File: src/rtl/sramlike_arbiter.sv
// Two-master arbiter for one SRAM-like slave port; an owner FIFO routes in-order responses back.
// Optional macro ARB_RR_EN selects round-robin idle arbitration instead of fixed m1 > m0 priority.
module sramlike_arbiter #(
    parameter int OT_DEPTH = 4,
    parameter int PTR_W    = 2
) (
    input  logic        clk,
    input  logic        reset,
    input  logic [3:0]  m0_cen,
    input  logic        m0_wr,
    input  logic [31:0] m0_addr,
    input  logic [31:0] m0_wdata,
    output logic        m0_ack,
    output logic        m0_rrdy,
    output logic [31:0] m0_rdata,
    input  logic [3:0]  m1_cen,
    input  logic        m1_wr,
    input  logic [31:0] m1_addr,
    input  logic [31:0] m1_wdata,
    output logic        m1_ack,
    output logic        m1_rrdy,
    output logic [31:0] m1_rdata,
    output logic [3:0]  s_cen,
    output logic        s_wr,
    output logic [31:0] s_addr,
    output logic [31:0] s_wdata,
    input  logic        s_ack,
    input  logic        s_rrdy,
    input  logic [31:0] s_rdata,
    output logic        err_spur
);
    localparam logic [PTR_W:0] FULL_CNT = (PTR_W+1)'(OT_DEPTH);

    logic                lock_q, lock_d;
    logic                owner_q, owner_d;
    logic [OT_DEPTH-1:0] fifo_q, fifo_d;
    logic [PTR_W-1:0]    rd_ptr_q, rd_ptr_d;
    logic [PTR_W-1:0]    wr_ptr_q, wr_ptr_d;
    logic [PTR_W:0]      count_q, count_d;
    logic                err_spur_q, err_spur_d;
`ifdef ARB_RR_EN
    logic                rr_q, rr_d;
`endif

    logic sel;
    logic full;
    logic push;
    logic pop;
    logic head;

    always_comb begin
        full = (count_q == FULL_CNT);
        // Locked owner keeps the bus; otherwise pick among requesters (sel=1 means m1)
        if (lock_q) begin
            sel = owner_q;
        end else if ((m0_cen != 4'd0) && (m1_cen != 4'd0)) begin
`ifdef ARB_RR_EN
            sel = rr_q;
`else
            sel = 1'b1;
`endif
        end else begin
            sel = (m1_cen != 4'd0);
        end

        s_wr    = sel ? m1_wr    : m0_wr;
        s_addr  = sel ? m1_addr  : m0_addr;
        s_wdata = sel ? m1_wdata : m0_wdata;
        s_cen   = (full || reset) ? 4'd0 : (sel ? m1_cen : m0_cen);

        push   = (s_cen != 4'd0) && s_ack;
        m0_ack = push && !sel;
        m1_ack = push && sel;

        pop      = s_rrdy && (count_q != '0);
        head     = fifo_q[rd_ptr_q];
        m0_rrdy  = pop && !head;
        m1_rrdy  = pop && head;
        m0_rdata = s_rdata;
        m1_rdata = s_rdata;
        err_spur = err_spur_q;
    end

    always_comb begin
        lock_d     = lock_q;
        owner_d    = owner_q;
        fifo_d     = fifo_q;
        rd_ptr_d   = rd_ptr_q;
        wr_ptr_d   = wr_ptr_q;
        count_d    = count_q;
        err_spur_d = err_spur_q | (s_rrdy && (count_q == '0));
`ifdef ARB_RR_EN
        rr_d       = push ? ~rr_q : rr_q;
`endif

        if (push) begin
            fifo_d[wr_ptr_q] = sel;
            wr_ptr_d         = wr_ptr_q + 1'b1;
        end
        if (pop) begin
            rd_ptr_d = rd_ptr_q + 1'b1;
        end
        if (push && !pop) begin
            count_d = count_q + 1'b1;
        end else if (!push && pop) begin
            count_d = count_q - 1'b1;
        end

        // While full the lock state is frozen; an owner dropping cen releases the lock
        if (!full) begin
            if (push) begin
                lock_d = 1'b0;
            end else if (s_cen != 4'd0) begin
                lock_d  = 1'b1;
                owner_d = sel;
            end else begin
                lock_d = 1'b0;
            end
        end
    end

    always_ff @(posedge clk or posedge reset) begin
        if (reset) begin
            lock_q     <= 1'b0;
            owner_q    <= 1'b0;
            fifo_q     <= '0;
            rd_ptr_q   <= '0;
            wr_ptr_q   <= '0;
            count_q    <= '0;
            err_spur_q <= 1'b0;
`ifdef ARB_RR_EN
            rr_q       <= 1'b0;
`endif
        end else begin
            lock_q     <= lock_d;
            owner_q    <= owner_d;
            fifo_q     <= fifo_d;
            rd_ptr_q   <= rd_ptr_d;
            wr_ptr_q   <= wr_ptr_d;
            count_q    <= count_d;
            err_spur_q <= err_spur_d;
`ifdef ARB_RR_EN
            rr_q       <= rr_d;
`endif
        end
    end

endmodule

File: config.mk
export PLATFORM = sky130hd
export DESIGN_NAME = sramlike_arbiter
export DESIGN_NICKNAME = d
export VERILOG_FILES = /design/src/rtl/sramlike_arbiter.sv
export SDC_FILE = /design/constraint.sdc
export NUM_CORES = 1
export LEC_CHECK = 0
export ABC_AREA = 1
export CORE_AREA = 2 2 122 124
export CTS_BUF_LIST = sky130_fd_sc_hd__clkbuf_4 sky130_fd_sc_hd__clkbuf_8
export DETAILED_ROUTE_END_ITERATION = 7
export DIE_AREA = 0 0 124 126
export SLEW_MARGIN = 20
export SYNTH_ARGS = -nofsm -noshare
export SYNTH_HDL_FRONTEND = slang
export SYNTH_SLANG_ARGS = --single-unit
File: constraint.sdc
create_clock -name clk -period 5.15 [get_ports clk]
set_clock_uncertainty 0.2 [all_clocks]
set_input_delay 1.545 -clock clk [delete_from_list [all_inputs] [get_ports clk]]
set_output_delay 1.545 -clock clk [all_outputs]
set_load 0.02 [all_outputs]
==> impl_results.md <==
- Worst Setup Slack, final: roughly 0.14 ns
- Worst Path Buf+Inv: 3
- Final HPWL DP: ~7500 um
- Die area: 15620 sq um
- Fin crit share: a little over nine tenths
- DR iter-0 viols: 54
- Synth warnings: 0
- Synth cell types: 26
- Worst-path cell chain: clkdlybuf4s50_1, nor2_1, nand3_2, nand2_8, buf_12, nand2_1, nand2_1, dlygate4sd2_1
- H-Tree Depth: 1
- # port buffers: 215
- Nets: around 730
- Max_slew headroom: between 60% and 70%
- Critical path's slowest cell: clkdlybuf4s50_1
- Family with the most delay on the worst path: buffers and inverters
- Clock sink count: 14
- Share of layout cells above drive strength 1: slightly above 6%
- Fmax: around 200 MHz
- Net Count, Synth: between 500 and 600
- Data arrival, critical path: 3.26 ns
- Num CTS Buffers: 3
- Die height: roughly 130 um
- P_leak: between 2 and 2.5 nW
- Placed cells: 728
- Chip width: between 100 and 150 um
- Maxcap violations: 0
- Post-Place Worst Slack: -0.1638 ns
- Commonest cells after routing, fill and taps aside: nand2_1 (227), clkdlybuf4s50_1 (144), dlygate4sd2_1 (59)
- Final wirelength: 8852 um
- Crit path top cell by count: nand2_1
- Pins Over Slew Limit: 0
- Fin Setup TNS: 0 ns
- # diodes: 0
- Max stage delay on crit path: ~0.43 ns
- Setup Viol. Count Final: 0
- Skew-Pair Late Insertion Delay: about 0.25 ns
- Routed WL per cell: between 10 and 15 um
- Cell Pwr Density: approximately 400 nW/um^2
- Tot Pwr: between 0.0015 and 0.002 W
- Vias in the first global route: between 2000 and 3000
- Ys async rst share: 100.0%
- First-pass DRT Iterations: 4
- CP endpoint kind: primary output
- Status: finished, final reports clean
- DRC: 0
- Area of the core: about 14000 sq um
- TritonCTS clock tree: done
- Number of synthesized register bits: 14
- Post-route ant nets: 0
- CP Launch Type: input pin
- Actual slew at the worst max-slew pin: 0.5530 ns
- CTS Hold Bufs: 0
- Worst path required time: between 3 and 4 ns
- Layout area overhead: 87.90%
- I/O pins: roughly 310
- Cell Rows: 44
- # Post-CTS Setup Buffers: 0
- Initial antenna violation count: 0
- RSZ-0062 raised after global routing: false
- DR vias: between 2000 and 3000
- Worst VDD drop: roughly 130 uV
- First-pass GRT wire length: 13030 um
- Synth Instances: 398
- Worst-path clk slew: 0.06 ns
- Global route overflow: 0
- Post-synth EDFFs: 0
- Initial Utilization: approximately 15%
- Longest Clk Path Bufs: 2
- Placer congestion estimate: ~0.76
- Most common cell after layout, fill and taps aside: nand2_1
- Minimum clock period: between 5 and 6 ns
- DR vias/cell: about 3.7
- Final core occ: roughly 29%
- Post-synthesis average cell area: 5.558 sq um
- Post-synthesis instance area: ~2200 sq um
- Hold Vio Cnt, Final: 0
- Global-route usage over all layers: a little over a tenth
- Sequential cell area fraction in the yosys report: approximately 16%
- Top_reg_cell synth: dfrtp_1
- Largest net degree at the start of global routing: 46
- Worst setup path class: in -> out
- CP max FO: 45
- Post-route non-filler standard cell count: ~730
- Hold Crit Class: reg -> reg
- Clk root buf: clkbuf_8
-- timing repair --
action                                  CTS  global route
resized for setup                        61             9
cloned                                    0             0
endpoints found under the setup margin   61             7
pin swaps                                 1             0
-- cells in the mapped netlist, types with 2 or more instances --
library cell | count | share of area [%]
buf_4 | 64 | 22
nand2_4 | 2 | 1.0
ha_1 | 5 | 2.8
buf_2 | 5 | 1.1
dfrtp_1 | 14 | 16
xor2_1 | 2 | 0.79
nand4_1 | 4 | 1.1
inv_2 | 5 | 0.85
clkbuf_1 | 10 | 1.7
a21oi_1 | 2 | 0.45
inv_1 | 21 | 3.6
nor2_1 | 12 | 2.0
nand2_1 | 227 | 39
nand3_1 | 13 | 2.9
-- sequential cells by signal, indices dropped and copies added (netlist names) --
| name | flops |
|---|---|
| owner_q | 1 |
| fifo_q | 4 |
| rd_ptr_q | 2 |
| lock_q | 1 |
| err_spur | 1 |
| count_q | 3 |
| wr_ptr_q | 2 |
-- final timing paths --
path / from / to / slack, ns / depth (start not counted)
min in group asynchronous: reset / err_spur / 1.50 / 2
max reg2reg: lock_q / count_q[1] / 2.35 / 15
max in group asynchronous: reset / owner_q / 2.88 / 2
min: rd_ptr_q[1] / rd_ptr_q[1] / 0.27 / 1
max: m1_cen[1] / s_wdata[11] / 0.14 / 8
min reg2reg: rd_ptr_q[1] / rd_ptr_q[1] / 0.27 / 1
-- where the power goes --
part | internal [W] | switching [W] | leakage (nW)
registers | 0.000167 | 0.0000436 | 0.164
logic | 0.000553 | 0.000784 | 2.02
clock network | 0.0000677 | 0.0000398 | 0.0288
total | 0.000788 | 0.000867 | 2.21
-- through the flow --
step	cell area, sq um	hold WS (ns)
floorplan	2212	0.2416
global placement	4173	0.2580
detailed placement	4173	0.2598
CTS	4151	0.2711
global route	4156	0.2862
finish	4156	0.2668
-- layer usage --
layer / global-route usage [%] / routed length [um] / up-vias
met1: 13.05 / 3586 / 1097
li1: - / - / 1425
met4: 3.503 / 226 / 0
met2: 17.42 / 4056 / 160
met5: 0 / 0 / -
met3: 3.351 / 983 / 30
-- cell type report --
type	count	area [sq um]
Fill cell	1619	10160
Timing Repair Buffer	226	2213
Multi-Input combinational cell	278	1210
Sequential cell	14	350.3
Tap cell	184	230.2
Inverter	26	97.59
Clock buffer	4	55.05
-- cell families after synthesis --
logic type / Yosys count / synth area share [%]
XOR/XNOR: 3 / 1.188
adder cells (fa/ha/maj): 6 / 3.733
AND/OR/NAND/NOR: 263 / 47.79
flip-flops: 14 / 15.84
multiplexers: 1 / 0.5090
AO/OA/AOI/OAI: 5 / 1.471
buffers and inverters: 106 / 29.47
(Power assumes the default switching activity.)
